## config.mk

```make
export PLATFORM = sky130hd
export DESIGN_NAME = composite_timing_gen_flat
export DESIGN_NICKNAME = d
export VERILOG_FILES = /design/src/rtl/composite_pkg.sv /design/src/rtl/composite_timing_gen_if.sv /design/src/rtl/composite_vseq.sv /design/src/rtl/composite_timing_gen.sv /design/src/flat_wrapper.sv
export SDC_FILE = /design/constraint.sdc
export NUM_CORES = 1
export LEC_CHECK = 0
export ABC_AREA = 1
export CAP_MARGIN = 20
export CORE_MARGIN = 2
export CORE_UTILIZATION = 53
export DETAILED_ROUTE_END_ITERATION = 6
export PLACE_DENSITY = 0.85
export SLEW_MARGIN = 20
export SYNTH_ARGS = -nofsm -noshare
export SYNTH_HDL_FRONTEND = slang
export SYNTH_SLANG_ARGS = --single-unit
```

## constraint.sdc

```tcl
create_clock -name clk10 -period 2.9 [get_ports clk10]
set_input_delay 0.435 -clock clk10 [delete_from_list [all_inputs] [get_ports clk10]]
set_output_delay 0.435 -clock clk10 [all_outputs]
set_load 0.005 [all_outputs]
```

## src/rtl/composite_pkg.sv

```systemverilog
// rtl/composite_pkg.sv - shared types and vertical timing constants for the composite timing generator
package composite_pkg;

  typedef enum logic [1:0] {
    SEG_NORMAL = 2'd0,
    SEG_SHORT  = 2'd1,
    SEG_LONG   = 2'd2
  } seg_e;

  // Field half-line counter width; covers the largest field (625 half-lines).
  localparam int F_W = 10;

  // Half-lines per field for each latched mode.
  localparam logic [F_W-1:0] FH_PAL_IL  = 10'd625;
  localparam logic [F_W-1:0] FH_PAL_P   = 10'd624;
  localparam logic [F_W-1:0] FH_NTSC_IL = 10'd525;
  localparam logic [F_W-1:0] FH_NTSC_P  = 10'd524;

  // PAL: broad 0-4, equalising 5-9, video, trailing 5 equalising half-lines.
  localparam logic [F_W-1:0] PAL_LONG_END = 10'd5;
  localparam logic [F_W-1:0] PAL_EQ1_END  = 10'd10;
  localparam logic [F_W-1:0] PAL_EQ2_LEN  = 10'd5;

  // NTSC: equalising 0-5, broad 6-11, equalising 12-17, then video.
  localparam logic [F_W-1:0] NTSC_EQ1_END  = 10'd6;
  localparam logic [F_W-1:0] NTSC_LONG_END = 10'd12;
  localparam logic [F_W-1:0] NTSC_EQ2_END  = 10'd18;

  function automatic logic [F_W-1:0] fh_sel(input logic ntsc, input logic il);
    logic [F_W-1:0] fh;
    case ({ntsc, il})
      2'b00:   fh = FH_PAL_P;
      2'b01:   fh = FH_PAL_IL;
      2'b10:   fh = FH_NTSC_P;
      default: fh = FH_NTSC_IL;
    endcase
    return fh;
  endfunction

endpackage

```

## src/rtl/composite_timing_gen_if.sv

```systemverilog
// rtl/composite_timing_gen_if.sv - video timing bus from the generator to the pixel source
interface composite_timing_gen_if #(
  parameter int XW = 10,
  parameter int YW = 10
);
  logic          sync_n;
  logic          active;
  logic [XW-1:0] xpos;
  logic [YW-1:0] ypos;
  logic          field;
  logic          frame_start;
  logic          line_start;

  modport master (output sync_n, active, xpos, ypos, field, frame_start, line_start);
  modport slave  (input  sync_n, active, xpos, ypos, field, frame_start, line_start);
endinterface

```

## src/rtl/composite_vseq.sv

```systemverilog
// rtl/composite_vseq.sv - classifies a field half-line into sync segment and vertical-active state
module composite_vseq
  import composite_pkg::*;
#(
  parameter int PAL_V_START  = 46,
  parameter int NTSC_V_START = 40
) (
  input  logic [F_W-1:0] f,
  input  logic           cfg_ntsc,
  input  logic [F_W-1:0] fh,
  output seg_e           seg,
  output logic           v_act,
  output logic           odd
);

  function automatic seg_e classify(input logic [F_W-1:0] h, input logic n,
                                    input logic [F_W-1:0] fh_i);
    seg_e s;
    s = SEG_NORMAL;
    if (!n) begin
      if (h < PAL_LONG_END)             s = SEG_LONG;
      else if (h < PAL_EQ1_END)         s = SEG_SHORT;
      else if (h >= fh_i - PAL_EQ2_LEN) s = SEG_SHORT;
    end else begin
      if (h < NTSC_EQ1_END)             s = SEG_SHORT;
      else if (h < NTSC_LONG_END)       s = SEG_LONG;
      else if (h < NTSC_EQ2_END)        s = SEG_SHORT;
    end
    return s;
  endfunction

  logic [F_W-1:0] base;
  logic [F_W-1:0] vs;

  // A full video line is an even/odd half-line pair; both halves must be picture lines.
  always_comb begin
    base  = {f[F_W-1:1], 1'b0};
    vs    = cfg_ntsc ? F_W'(NTSC_V_START) : F_W'(PAL_V_START);
    seg   = classify(f, cfg_ntsc, fh);
    odd   = f[0];
    v_act = (seg == SEG_NORMAL) && (classify(base, cfg_ntsc, fh) == SEG_NORMAL) && (base >= vs);
  end

endmodule

```

## src/rtl/composite_timing_gen.sv

```systemverilog
// rtl/composite_timing_gen.sv - PAL/NTSC interlaced/progressive composite sync and pixel timing
module composite_timing_gen
  import composite_pkg::*;
#(
  parameter int PAL_HALF_CLKS   = 384,
  parameter int NTSC_HALF_CLKS  = 381,
  parameter int LINE_SYNC_CLKS  = 56,
  parameter int SHORT_SYNC_CLKS = 28,
  parameter int LONG_SYNC_CLKS  = 328,
  parameter int H_ACT_START     = 126,
  parameter int H_ACT_CLKS      = 624,
  parameter int PAL_V_START     = 46,
  parameter int NTSC_V_START    = 40,
  parameter int XW              = 10,
  parameter int YW              = 10
) (
  input  logic                     clk10,
  input  logic                     rst_n,
  input  logic                     ntsc,
  input  logic                     interlace,
  composite_timing_gen_if.master   tbus
);

  localparam int HALF_MAX = (PAL_HALF_CLKS > NTSC_HALF_CLKS) ? PAL_HALF_CLKS : NTSC_HALF_CLKS;
  localparam int POS_W    = $clog2(HALF_MAX + 1);
  localparam int P_W      = $clog2(2 * HALF_MAX + 1);
  localparam logic [P_W:0] H_BEG = (P_W+1)'(H_ACT_START);
  localparam logic [P_W:0] H_END = (P_W+1)'(H_ACT_START + H_ACT_CLKS);

  logic [POS_W-1:0] pos;
  logic [F_W-1:0]   f;
  logic             field;
  logic             cfg_ntsc;
  logic             cfg_il;

  logic [POS_W-1:0] half;
  logic [F_W-1:0]   fh;
  logic             pos_last;
  logic             f_last;
  logic             frame_wrap;
  seg_e             seg;
  logic             v_act;
  logic             odd;
  logic [P_W-1:0]   p;
  logic             h_act;
  logic             pulse;
  logic [F_W-1:0]   vs;
  logic [F_W-1:0]   base;
  logic [F_W-1:0]   y;
  logic [XW-1:0]    xpos_n;
  logic [YW-1:0]    ypos_n;

  composite_vseq #(
    .PAL_V_START  (PAL_V_START),
    .NTSC_V_START (NTSC_V_START)
  ) u_vseq (
    .f        (f),
    .cfg_ntsc (cfg_ntsc),
    .fh       (fh),
    .seg      (seg),
    .v_act    (v_act),
    .odd      (odd)
  );

  // Mode-dependent geometry, wrap detection and next-output values from the current counters.
  always_comb begin
    half       = cfg_ntsc ? POS_W'(NTSC_HALF_CLKS) : POS_W'(PAL_HALF_CLKS);
    fh         = fh_sel(cfg_ntsc, cfg_il);
    pos_last   = (pos == half - 1'b1);
    f_last     = (f == fh - 1'b1);
    frame_wrap = pos_last && f_last && (field || !cfg_il);
    p          = P_W'(pos) + (odd ? P_W'(half) : '0);
    h_act      = ({1'b0, p} >= H_BEG) && ({1'b0, p} < H_END);
    case (seg)
      SEG_LONG:  pulse = (pos < POS_W'(LONG_SYNC_CLKS));
      SEG_SHORT: pulse = (pos < POS_W'(SHORT_SYNC_CLKS));
      default:   pulse = !odd && (pos < POS_W'(LINE_SYNC_CLKS));
    endcase
    vs     = cfg_ntsc ? F_W'(NTSC_V_START) : F_W'(PAL_V_START);
    base   = {f[F_W-1:1], 1'b0};
    y      = (base - vs) >> 1;
    xpos_n = XW'(p - P_W'(H_ACT_START));
    ypos_n = cfg_il ? YW'({y, field}) : YW'(y);
  end

  // Half-line/field counters; the requested mode is taken only at the frame wrap.
  always_ff @(posedge clk10 or negedge rst_n) begin
    if (!rst_n) begin
      pos      <= '0;
      f        <= '0;
      field    <= 1'b0;
      cfg_ntsc <= 1'b0;
      cfg_il   <= 1'b1;
    end else if (pos_last) begin
      pos <= '0;
      if (f_last) begin
        f     <= '0;
        field <= cfg_il ? ~field : 1'b0;
        if (frame_wrap) begin
          cfg_ntsc <= ntsc;
          cfg_il   <= interlace;
        end
      end else begin
        f <= f + 1'b1;
      end
    end else begin
      pos <= pos + 1'b1;
    end
  end

  // Registered timing outputs, one cycle behind the counters.
  always_ff @(posedge clk10 or negedge rst_n) begin
    if (!rst_n) begin
      tbus.sync_n      <= 1'b1;
      tbus.active      <= 1'b0;
      tbus.xpos        <= '0;
      tbus.ypos        <= '0;
      tbus.field       <= 1'b0;
      tbus.frame_start <= 1'b0;
      tbus.line_start  <= 1'b0;
    end else begin
      tbus.sync_n      <= ~pulse;
      tbus.active      <= v_act && h_act;
      tbus.xpos        <= xpos_n;
      tbus.ypos        <= ypos_n;
      tbus.field       <= field;
      tbus.frame_start <= (f == '0) && (pos == '0) && !field;
      tbus.line_start  <= (seg == SEG_NORMAL) && !odd && (pos == '0);
    end
  end

endmodule

```

## src/flat_wrapper.sv

```systemverilog
// flat-port wrapper written by rule: the top's interface ports become plain ports
module composite_timing_gen_flat import composite_pkg::*;
#(
  parameter int PAL_HALF_CLKS   = 384,
  parameter int NTSC_HALF_CLKS  = 381,
  parameter int LINE_SYNC_CLKS  = 56,
  parameter int SHORT_SYNC_CLKS = 28,
  parameter int LONG_SYNC_CLKS  = 328,
  parameter int H_ACT_START     = 126,
  parameter int H_ACT_CLKS      = 624,
  parameter int PAL_V_START     = 46,
  parameter int NTSC_V_START    = 40,
  parameter int XW              = 10,
  parameter int YW              = 10
)
  (clk10, rst_n, ntsc, interlace, tbus_sync_n, tbus_active, tbus_xpos, tbus_ypos, tbus_field, tbus_frame_start, tbus_line_start);
  composite_timing_gen_if #(.XW(XW), .YW(YW)) tbus_i ();
  input  logic clk10;
  input  logic rst_n;
  input  logic ntsc;
  input  logic interlace;
  output wire logic [$bits(tbus_i.sync_n)-1:0] tbus_sync_n;
  output wire logic [$bits(tbus_i.active)-1:0] tbus_active;
  output wire logic [$bits(tbus_i.xpos)-1:0] tbus_xpos;
  output wire logic [$bits(tbus_i.ypos)-1:0] tbus_ypos;
  output wire logic [$bits(tbus_i.field)-1:0] tbus_field;
  output wire logic [$bits(tbus_i.frame_start)-1:0] tbus_frame_start;
  output wire logic [$bits(tbus_i.line_start)-1:0] tbus_line_start;
  assign tbus_sync_n = tbus_i.sync_n;
  assign tbus_active = tbus_i.active;
  assign tbus_xpos = tbus_i.xpos;
  assign tbus_ypos = tbus_i.ypos;
  assign tbus_field = tbus_i.field;
  assign tbus_frame_start = tbus_i.frame_start;
  assign tbus_line_start = tbus_i.line_start;
  composite_timing_gen #(.PAL_HALF_CLKS(PAL_HALF_CLKS), .NTSC_HALF_CLKS(NTSC_HALF_CLKS), .LINE_SYNC_CLKS(LINE_SYNC_CLKS), .SHORT_SYNC_CLKS(SHORT_SYNC_CLKS), .LONG_SYNC_CLKS(LONG_SYNC_CLKS), .H_ACT_START(H_ACT_START), .H_ACT_CLKS(H_ACT_CLKS), .PAL_V_START(PAL_V_START), .NTSC_V_START(NTSC_V_START), .XW(XW), .YW(YW)) u_core (.clk10(clk10), .rst_n(rst_n), .ntsc(ntsc), .interlace(interlace), .tbus(tbus_i));
endmodule
```

# [Yosys cells after proc, flatten, opt, wreduce, memory -nomap -nowiden]
# Cells that the tools add are included.
# W data, S select, Z words.
[op_classes] n_addsub=8 magnitude_cmp=18 eq_ne=6 muxes=23 bitwise_logic=2 n_reduce_logical=22
[op_table] op="$lt A10 B3 Y1 const B" n=4
[op_table] op="$lt A10 B4 Y1 const B" n=4
[op_table] op="$ge A10 B10 Y1" n=3
[op_table] op="$pmux W7 S3" n=1
[op_table] op="$lt A10 B5 Y1 const B" n=2
[op_table] op="$mux W10" n=2
[op_table] op="$mux W9" n=2
[op_table] op="$mux W2" n=8
[op_table] op="$logic_and A1 B1 Y1" n=11
[op_table] op="$add A10 B1 Y10 const B" n=1
[op_table] op="$add A9 B10 Y10" n=1
[op_table] op="$eq A10 B10 Y1" n=1
[op_table] op="$ge A10 B7 Y1 const B" n=1
[op_table] op="$logic_not A10 Y1" n=1
[op_table] op="$lt A10 B10 Y1 const B" n=1
[op_table] op="$sub A10 B1 Y10 const B" n=1
[op_table] op="$sub A10 B10 Y10" n=1
[op_table] op="$sub A10 B3 Y10 const B" n=1
[op_table] op="$sub A10 B7 Y10 const B" n=1
[op_table] op="$add A9 B1 Y9 const B" n=1
[op_table] op="$eq A9 B9 Y1" n=1
[op_table] op="$logic_not A9 Y1" n=1
[op_table] op="$lt A9 B5 Y1 const B" n=1
[op_table] op="$lt A9 B6 Y1 const B" n=1
[op_table] op="other kinds (14)" n=27
[word_totals] ff_bits=47 input_bits=4 out_inout_bits=25 elab_cells=91

# [Longest topological paths before layout]
[depth] word_depth=12 ltp_mapped=18 ltp_nobuf=17

# [By module]
# From an unflattened synthesis, not the netlist that was laid out.
[unflattened] cells_unflattened=522 hier_area_um2=3927.5
[modules_own_cells] module="composite_timing_gen" n_inst=1 cells_per_inst=398 area_per_inst_um2=3250.6 seq_area_each_um2=1178.6
[modules_own_cells] module="composite_vseq" n_inst=1 cells_per_inst=124 area_per_inst_um2=676.9 seq_area_each_um2=0.0

# [Worst setup path after synthesis]
# Ideal clock, no wire load.
[synth_path] kind="reg2reg" start="register u_core.cfg_il" end="register u_core.tbus.sync_n" arrival_ns=3.025 required_ns=2.809 slack_ns=-0.216 path_stages_with_launch=17 path_buffers=1 period_less_slack_ns=3.116 path_cell_list="dfstp_2 inv_1 clkbuf_1 ha_1 o21ai_0 ha_1 inv_1 o21ai_0 ha_1 a21oi_1 a21oi_1 nor2_1 nand3_1 o211ai_2 inv_1 ha_1 o31ai_1"
[synth_between] elab_chain_cells=11 word_cells_on_any_way=14 cone_classes="add/sub (1); order compare (1); eq/ne (4); mux (6); bitwise (1); reduce/logical (1)"
[synth_rtl] element="start: declaration" line_no="composite_timing_gen.sv:34" text="logic cfg_il;"
[synth_rtl] element="start signal: assignment" line_no="composite_timing_gen.sv:101" text="cfg_il <= interlace;"
[synth_rtl] element="$eq A2 B2 Y1, or another cell as far along" line_no="composite_pkg.sv:31" text="case ({ntsc, il})"
[synth_rtl] element="$pmux W7 S3 *" line_no="composite_pkg.sv:31"
[synth_rtl] element="$sub A10 B3 Y10 *" line_no="composite_vseq.sv:23" text="else if (h >= fh_i - PAL_EQ2_LEN) s = SEG_SHORT;"
[synth_rtl] element="$ge A10 B10 Y1 *" line_no="composite_vseq.sv:23"
[synth_rtl] element="$mux W1 *" line_no="composite_vseq.sv:23"
[synth_rtl] element="$mux W1 *" line_no="composite_vseq.sv:22" text="else if (h < PAL_EQ1_END) s = SEG_SHORT;"
[synth_rtl] element="$mux W2 *" line_no="composite_vseq.sv:21" text="if (h < PAL_LONG_END) s = SEG_LONG;"
[synth_rtl] element="$mux W2 *" line_no="composite_vseq.sv:20" text="if (!n) begin"
[synth_rtl] element="$eq A2 B1 Y1 / $eq A2 B2 Y1 (equally long branches)" line_no="composite_timing_gen.sv:74" text="case (seg)"
[synth_rtl] element="$pmux W1 S2 *" line_no="composite_timing_gen.sv:74"
[synth_rtl] element="$not A1 Y1 *" line_no="composite_timing_gen.sv:122" text="tbus.sync_n <= ~pulse;"
[synth_rtl] element="end signal: assignment" line_no="composite_timing_gen.sv:122"
[synth_rtl] element="end: declaration" line_no="composite_timing_gen_if.sv:14" text="modport master (output sync_n, active, xpos, ypos, field, frame_start, line_start);"
# Every way passes the cells marked *; elsewhere a longest branch is shown, timed or not.
# A chain may end at the register's enable or synchronous reset.

# [Worst setup path after layout]
# Ends and elaborated chain as after synthesis.

==> flow_summary.ini <==
[run_status]
status = finished, violations left
violations = negative setup slack

[grt]
grt_use_total_pct = 22.6
grt_overflow = 0
grt_antenna_before_repair = 0
vias_in_the_first_global_route = 2890
grt_start_max_net_pins = 48
wire_length_of_the_first_global_routing_pass_um = 13000

[timing]
finClkSkew_ps = 9.00
slew_headroom_pct = 61.7
tns_ps = -138
worst_hold_slack_ps = 120
worst_slew_pin_slew_ps = 574
drv_slew = 0
finalSetupViolations = 3
rsz0062_at_grt = yes
worst_slack_ps = -71.7
share_of_the_clock_period_used_by_the_worst_path_pct = 102
finalHoldViolCount = 0
post-route-min-period_ps = 2970
fmax_ghz = 0.337

[critical_path]
timing.critical_path.required_ps = 3130
critPathLaunch = u_core.cfg_il
crit-reg2reg-capture = u_core.tbus.sync_n
timing.rr.start = u_core.cfg_il
worstPathArrival_ps = 3200
r2r_cells = 17
crit_path_end_kind = flop
critical_path.max_stage_delay_ps = 610
crit_buf_inv = 3
timing.reg2reg.setup_slack_ps = -70
worstSetupPathDepth = 17
critical-path-slowest-cell = dfstp_2
critPathMaxFanout = 4
path_cells = inv_4 > ha_4 > o21ai_4 > ha_2 > inv_2 > o21ai_2 > ha_1 > a21oi_2 > a21oi_2 > nor2_2 > nand3_2 > o211ai_2 > inv_1 > ha_2 > nand2_2 > nor3_2 > o31ai_2
cp_top_family = compound AO/OA/AOI/OAI gates
setup.worst_path.end = u_core.tbus.sync_n
worstSetupPathType = reg -> reg
setup.worst_path.start_class = flop

[cells_and_area]
area_delta_synth_final_pct = 19.6
final_layout_size_suffix_gt1_share_pct = 14.3
fillCellCount = 529
final_area_sq_um = 4060
antenna-diode-count = 0
finish.net_count = 529
instances_no_fill = 565
layout.area.seq_sq_um = 1180
multi_input_comb_area_sq_um = 2040

[routing]
wl_um = 7880
drt-wirelength-per-cell_um = 14.0
dr.pass1.iters = 5
drc_errors = 0
avgViaCountPerCell = 5.41
via_count = 3059
antenna_left = 0
drt_first_iter_violations = 258

[power_and_ir_drop]
power_per_cell_area_nw_per_um2 = 272
p_total_w = 0.00111
power.ir.vdd_worst_mv = 0.216
p_leak_nw = 2.02

[placement]
dp_cells = 550
place_congestion = 0.974
cell_area_after_placement_sq_um = 3780
detailed_place_hpwl_um = 5790
placement.io_buffers = 28

[cts]
clk_pin_slew_ps = 90
cts-buffers-inserted = 5
clkSinkCount = 47
clkLatencyLatePin_ps = 300
deepest_clock_path_buffer_count = 2
cts_root_buf = clkbuf_8
tritoncts = done
cts_max_level = 2
cts_hold_buffers = 0

[min_path]
holdCritPathClass = in -> async

[logic_synthesis]
synth.cell_area_sq_um = 3400
synth.avg_cell_area_sq_um = 7.64
synth_flop_cell = dfrtp_1
synth_cells = 445
synth-seq-cells = 47
syn-num-nets = 487
ys_seq_area_share_pct = 34.7
synth_edf_count = 0
post_synth_num_cell_types = 42
total_of_warnings_raised_by_yosys = 0
share_of_flip_flops_with_an_asynchronous_set_or_reset_after_synthesis_pct = 100

[die]
die_area_sq_um = 7070
fp-row-count = 29
initial_utilization_pct = 54.1
core-area_sq_um = 6280
die_height_um = 84.1
dieWidth_um = 84.1
ios = 29

[run]
cap_violations = 0
## worst register-to-register path, stage by stage (launching register included)
cell,delay [ps]
dfstp_2,610
inv_4,70
ha_4,160
o21ai_4,150
ha_2,210
inv_2,50
o21ai_2,110
ha_1,280
a21oi_2,150
a21oi_2,80
nor2_2,150
nand3_2,100
o211ai_2,210
inv_1,70
ha_2,170
nand2_2,60
nor3_2,40
o31ai_2,210
## layer usage
layer	global-route usage, %	part of all wire, %	vias to the layer above
met5	0	0	-
met4	6.74	1.5	0
met3	3.46	7.2	15
met2	38.1	48	95
met1	30.1	43	1420
li1	-	-	1529
## logic make-up (layout without fill, tap and decap cells)
group,count (synthesis),count (layout),share of synthesized area (%)
and+or+nand+nor,209,209,28.2
xor gates and xnor gates,16,16,4.12
DFF,47,47,34.7
adders and majority gates,38,38,14.2
buffers and inverters,75,118,8.84
AOI/OAI and AO/OA,59,59,9.65
muxes,1,1,0.295
## report_power, final
part	switching [W]	internal, W
sequential	0	0.000655
clock	0.000217	0.000218
combinational	0.0000126	0.00000339
## worst min path at each step
stage and endpoint:
6_report u_core.tbus.field, 5_1_grt u_core.tbus.field, 4_1_cts u_core.tbus.field, 3_5_place_dp u_core.tbus.field, 3_3_place_gp u_core.tbus.field, 2_1_floorplan u_core.cfg_ntsc
## cells in the final DEF (no fill, tap or decap), drive strengths merged, types with 3 or more instances in the layout
cell,Yosys,final
buf,4,14
nand4,7,7
nor3,17,17
inv,69,69
clkdlybuf4s50,0,27
clkbuf,2,8
nor2,40,40
nor4,4,4
nand2,103,103
ha,37,37
xor2,12,12
o211ai,3,3
nand3,33,33
xnor2,4,4
dfrtp,45,45
a21oi,21,21
o21ai,29,29
## cell type report
type | count | share of cell area [%]
clock buffers | 8 | 2.46
flip-flops and latches | 47 | 29.0
inverters | 69 | 6.56
multi-input cells | 323 | 50.2
repair buffers | 41 | 9.33
well taps | 77 | 2.37
## per-stage QoR
stage / setup slack, ps / util, %
2_1_floorplan: 1.54 / -
4_1_cts: -92.4 / 63.1
6_report: -71.7 / 64.7
3_5_place_dp: -203 / 60.2
3_3_place_gp: 9.53 / 60.2
5_1_grt: -205 / 64.7
## sequential cells by signal, summed over array words and instances (netlist names)
name	count
u_core.tbus.sync_n	1
u_core.tbus.xpos	10
u_core.tbus.line_start	1
u_core.cfg_ntsc	1
u_core.tbus.active	1
u_core.tbus.frame_start	1
u_core.cfg_il	1
u_core.tbus.ypos	10
u_core.field	1
u_core.tbus.field	1
u_core.pos	9
u_core.f	10
## cells in the mapped netlist (3+ instances only)
library cell	count	share of area [%]
a21oi_1	21	3.1
dfrtp_1	45	33
ha_1	37	14
inv_1	62	6.8
inv_2	6	0.66
nand2_1	99	11
nand2_2	3	0.55
nand3_1	32	4.7
nand4_1	7	1.3
nor2_1	33	3.6
nor2_2	5	0.92
nor3_1	15	2.2
nor4_1	4	0.74
o21ai_0	26	3.8
xnor2_1	4	1.0
xor2_1	12	3.1
## what timing repair did
action                                  4_1_cts  5_1_grt
gates resized for setup                      13       19
pin swaps                                    12       14
endpoints found under the setup margin        3        3
setup buffers                                 4        3
endpoints found under the hold margin         0        0
Note: power is estimated with default switching activity, not from simulation.
==> RTL change 1 (same flow settings) <==
`PAL_HALF_CLKS` is set to 384 in 2 places; all go to 192.
--- a/src/rtl/composite_timing_gen.sv
+++ b/src/rtl/composite_timing_gen.sv
@@ -2,7 +2,7 @@
 module composite_timing_gen
   import composite_pkg::*;
 #(
-  parameter int PAL_HALF_CLKS   = 384,
+  parameter int PAL_HALF_CLKS   = 192,
   parameter int NTSC_HALF_CLKS  = 381,
   parameter int LINE_SYNC_CLKS  = 56,
   parameter int SHORT_SYNC_CLKS = 28,
--- a/src/flat_wrapper.sv
+++ b/src/flat_wrapper.sv
@@ -1,7 +1,7 @@
 // flat-port wrapper written by rule: the top's interface ports become plain ports
 module composite_timing_gen_flat import composite_pkg::*;
 #(
-  parameter int PAL_HALF_CLKS   = 384,
+  parameter int PAL_HALF_CLKS   = 192,
   parameter int NTSC_HALF_CLKS  = 381,
   parameter int LINE_SYNC_CLKS  = 56,
   parameter int SHORT_SYNC_CLKS = 28,
Check against the original RTL: no difference found for any inputs over 10 cycles, from zero or initial values and one cycle with rst_n low; that may be too few to reach the edited logic, so the function may still have changed.
==> RTL change 1 against the original RTL <==
The flow still finishes with violations (negative setup slack); clock skew is 0.0039 ns lower; hold slack improved by 0.10 ns; final area up 8.9%; global-route usage is 1.0 points higher; area after synthesis up 7.3%; sequential share of layout area decreased by 2.4 points; sequential cell count unchanged; routed wire length rose by 16%; setup slack got worse by 0.056 ns; synthesized cell count grew 9.7%; largest cell class unchanged.
Power is not compared: it rests on default switching activity, and its combinational part moved more than twofold at a synthesized area within 25%.
==> RTL change 1: results <==
export IMPL_cts_made_buffers=5
export IMPL_clk_pin_slew_ns=0.09
export IMPL_insertion_delay_ns=0.30
export IMPL_cts_root_buf="clkbuf_8"
export IMPL_met3WireLength_um=623
export IMPL_synth_xor_area_frac=0.05525
export IMPL_synthTopCellsByArea="dfrtp_1, ha_1, nand2_1"
export IMPL_grt_pass1_wl_um=14320
export IMPL_setup_viol_count_final=1
export IMPL_tightestPinTransition_ns=0.5968
export IMPL_finClkSkew_ns=0.005072
export IMPL_ys_seq_area_frac=0.3233
export IMPL_grt_pass1_vias=3134
export IMPL_met1_usage=0.3043
export IMPL_synth_async_reset_ratio=1.000
export IMPL_met1_length_um=3818
export IMPL_drt_wl_total_um=9124
export IMPL_finalNetCount=571
export IMPL_violations="negative setup slack"
export IMPL_syn_avg_cell_area_um2=7.471
export IMPL_dpl_hpwl_um=6280
export IMPL_fill_cells=481
export IMPL_gr_usage_met3=0.02654
export IMPL_synthFlopType="dfrtp_1"
export IMPL_arrival_ns=3.24
export IMPL_dp_cells=596
export IMPL_synthMuxAreaShare=0.002745
export IMPL_synthTopCellsByCount="nand2_1, inv_1, nor2_1"
export IMPL_h_tree_depth=2
export IMPL_holdCritPathClass="in -> async"
export IMPL_synth_fa_ha_area_frac=0.1393
export IMPL_dr_wl_met2_um=4404
export IMPL_drt_iter0_drc=376
export IMPL_numPortBuffers=28
export IMPL_crit_path_max_fanout=5
export IMPL_fin_ws_ns=-0.1273
export IMPL_syn_nets=532
export IMPL_synth_cell_types=45
export IMPL_drive_above_1_share=0.1780
export IMPL_globalRouteTotalUtil=0.2366
export IMPL_grt_max_degree=48
export IMPL_dr_pass1_iters=7
export IMPL_gp_congestion=0.9748
export IMPL_synth_compound_area_frac=0.07275
export IMPL_grtUsageMet2=0.4094
export IMPL_wire_per_inst_um=15.01
export IMPL_via_per_inst=5.696
export IMPL_status="finished with violations"
[RTL change 1: repair_timing]
action | 4_1_cts | 5_1_grt
pin swaps | 18 | 18
endpoints found under the hold margin | 0 | 0
setup buffers | 3 | 1
gates resized for setup | 22 | 21
gates cloned | 0 | 0
hold buffers | 0 | 0
endpoints found under the setup margin | 2 | 3
[RTL change 1: area by class of cell]
type / count / area (um2) / share of cell area
clock buffers: 5 / 68.82 / 0.01555
clock inverters: 3 / 20.02 / 0.004524
inverters: 75 / 287.8 / 0.06503
multi-input cells: 356 / 2385 / 0.5389
flip-flops and latches: 47 / 1180 / 0.2666
well taps: 80 / 100.1 / 0.02262
repair buffers: 42 / 384.1 / 0.08680
[RTL change 1: critical path, stage by stage (launching register included)]
cell	delay, ns
dfstp_2	0.63
buf_6	0.13
ha_4	0.15
o21bai_4	0.15
ha_4	0.17
nand2_2	0.06
ha_4	0.28
nand2_4	0.05
nor3_4	0.23
nand2_2	0.12
nor2_4	0.13
nor3_4	0.06
nand2_1	0.10
nand3_2	0.12
ha_4	0.21
nand3_2	0.07
a21oi_2	0.05
o31ai_2	0.24
[RTL change 1: metrics by stage]
| stage | area (um2) | util | hold WS, ns | setup WS, ns | setup TNS (ns) |
|---|---|---|---|---|---|
| global route | 4425 | 0.6587 | 0.2834 | -0.2053 | -0.4376 |
| floorplan | 3702 | - | 0.1394 | 0.007408 | 0 |
| finish | 4425 | 0.6587 | 0.2215 | -0.1273 | -0.1273 |
| global placement | 4084 | 0.6078 | 0.4520 | -0.01845 | -0.01845 |
| CTS | 4324 | 0.6436 | 0.2498 | 0.0001226 | 0 |
| detailed placement | 4084 | 0.6078 | 0.4641 | -0.2172 | -0.3433 |
==> RTL change 2 (same flow settings) <==
Without the edit above. Add an input register stage for `ntsc` and `interlace`, without a reset; this delays them by one clock. The other inputs are not delayed to match.
--- a/src/rtl/composite_timing_gen.sv
+++ b/src/rtl/composite_timing_gen.sv
@@ -26,6 +26,14 @@
   localparam int P_W      = $clog2(2 * HALF_MAX + 1);
   localparam logic [P_W:0] H_BEG = (P_W+1)'(H_ACT_START);
   localparam logic [P_W:0] H_END = (P_W+1)'(H_ACT_START + H_ACT_CLKS);
+
+  logic ntsc_q;
+  logic interlace_q;
+
+  always_ff @(posedge clk10) begin
+    ntsc_q      <= ntsc;
+    interlace_q <= interlace;
+  end
 
   logic [POS_W-1:0] pos;
   logic [F_W-1:0]   f;
@@ -97,8 +105,8 @@
         f     <= '0;
         field <= cfg_il ? ~field : 1'b0;
         if (frame_wrap) begin
-          cfg_ntsc <= ntsc;
-          cfg_il   <= interlace;
+          cfg_ntsc <= ntsc_q;
+          cfg_il   <= interlace_q;
         end
       end else begin
         f <= f + 1'b1;
Check against the original RTL: same outputs for any inputs over 10 cycles, from zero or initial values and one cycle with rst_n low; that may be too few to reach the edited logic, so the function may still have changed.
==> RTL change 2 against the original RTL <==
The run still ends with negative setup slack left; core utilization increased by 1.7 points; clock skew increased by 0.0016 ns; power increased by 2.9%; area after synthesis increased by 2.0%; setup slack improved by 0.015 ns; highest routed layer unchanged; critical path type unchanged; sequential cell count increased by 2; routed wire length increased by 4.8%; final area increased by 3.9%; critical endpoint unchanged; final cell count increased by 2.5%; hold slack improved by 0.0061 ns; count of clock-buffer cells in the layout decreased by 1.
==> RTL change 2: results <==
export IMPL_synthTopCellsByArea="dfrtp_1, ha_1, nand2_1"
export IMPL_via_count=3168
export IMPL_dpl_hpwl_um=6023
export IMPL_synth_async_reset_ratio=0.9592
export IMPL_numPortBuffers=28
export IMPL_synth_compound_area_frac=0.08267
export IMPL_antenna_cells=0
export IMPL_slowest_delay_ns=0.64
export IMPL_gp_congestion=0.9600
export IMPL_arrival_ns=3.18
export IMPL_crit_path_max_fanout=11
export IMPL_finalSetupTns_ns=-0.05715
export IMPL_wire_per_inst_um=14.27
export IMPL_max_vdd_ir_drop_mv=0.2048
export IMPL_synthMuxAreaShare=0.002888
export IMPL_p_leak_uw=0.002086
export IMPL_cts_resized_gates=2
export IMPL_tightestPinTransition_ns=0.5944
export IMPL_dpl_worst_slack_ns=-0.07478
export IMPL_cts_made_buffers=5
export IMPL_finalNetCount=543
export IMPL_synth_xor_area_frac=0.04801
export IMPL_status="finished with violations"
export IMPL_synth_fa_ha_area_frac=0.1394
export IMPL_synth_cell_types=37
export IMPL_syn_inst=456
export IMPL_setup_viol_count_final=1
export IMPL_via_per_inst=5.472
export IMPL_drt_iter0_drc=284
export IMPL_dr_pass1_iters=5
export IMPL_synthTopCellsByCount="nand2_1, inv_1, nor2_1"
export IMPL_dp_cells=562
export IMPL_fin_ws_ns=-0.05715
export IMPL_globalRouteTotalUtil=0.2278
export IMPL_drive_above_1_share=0.1355
export IMPL_antenna_found_initial=0
export IMPL_ys_seq_area_frac=0.3516
export IMPL_grt_max_degree=48
export IMPL_holdCritPathClass="in -> async"
export IMPL_dpl_cell_area_mm2=0.003862
export IMPL_grt_pass1_vias=2911
export IMPL_grt_pass1_wl_um=13270
export IMPL_violations="negative setup slack"
export IMPL_cts_setup_buffers=5
export IMPL_finClkSkew_ns=0.01061
export IMPL_clk_pin_slew_ns=0.09
export IMPL_r2r_cells=15
export IMPL_syn_nets=498
RTL change 2: per-layer routing:
metal  GRT usage  share of wire
met3     0.03988          0.059
met5           0              0
met2      0.3844           0.48
met1      0.3027           0.44
met4     0.06349          0.016
RTL change 2: logic make-up after synthesis:
group,count (synthesis)
compound gates,52
xor+xnor,19
fa+ha+maj,38
buf+inv,73
flops,49
mux,1
simple gates,224
RTL change 2: final cells by class:
cell class / instances / area, um2
clock buffers: 7 / 96.34
inverters: 68 / 260.3
repair buffers: 43 / 406.6
flip-flops and latches: 49 / 1220
fillers: 485 / 2130
multi-input cells: 334 / 2136
well taps: 77 / 96.34
clock inverters: 1 / 5.005
RTL change 2: worst max-delay path, delay by kind of cell, from the launching register on:
family          cells  cell delay, ns
simple gates        5            0.60
fa+ha+maj           3            0.78
buf+inv             4            0.46
compound gates      3            0.42
flops               1            0.64
RTL change 2: final timing paths:
check                                           start                            to  slack [ns]
max                         u_core.cfg_il$_DFFE_PN1P_  u_core.tbus.sync_n$_DFF_PN1_       -0.06
min                                             rst_n       u_core.f[2]$_DFFE_PN0N_        0.13
max reg2reg                 u_core.cfg_il$_DFFE_PN1P_  u_core.tbus.sync_n$_DFF_PN1_       -0.06
min reg2reg                u_core.interlace_q$_DFF_P_     u_core.cfg_il$_DFFE_PN1P_        0.47
max in group asynchronous                       rst_n   u_core.cfg_ntsc$_DFFE_PN0P_        2.33
min in group clk10         u_core.interlace_q$_DFF_P_     u_core.cfg_il$_DFFE_PN1P_        0.47
RTL change 2: power breakdown:
| part | total [uW] | switching (uW) | internal (uW) |
|---|---|---|---|
| Combinational | 15.6 | 12.4 | 3.18 |
| Sequential | 684 | 0.408 | 684 |
| Clock | 438 | 223 | 216 |
| Total | 1140 | 235 | 903 |
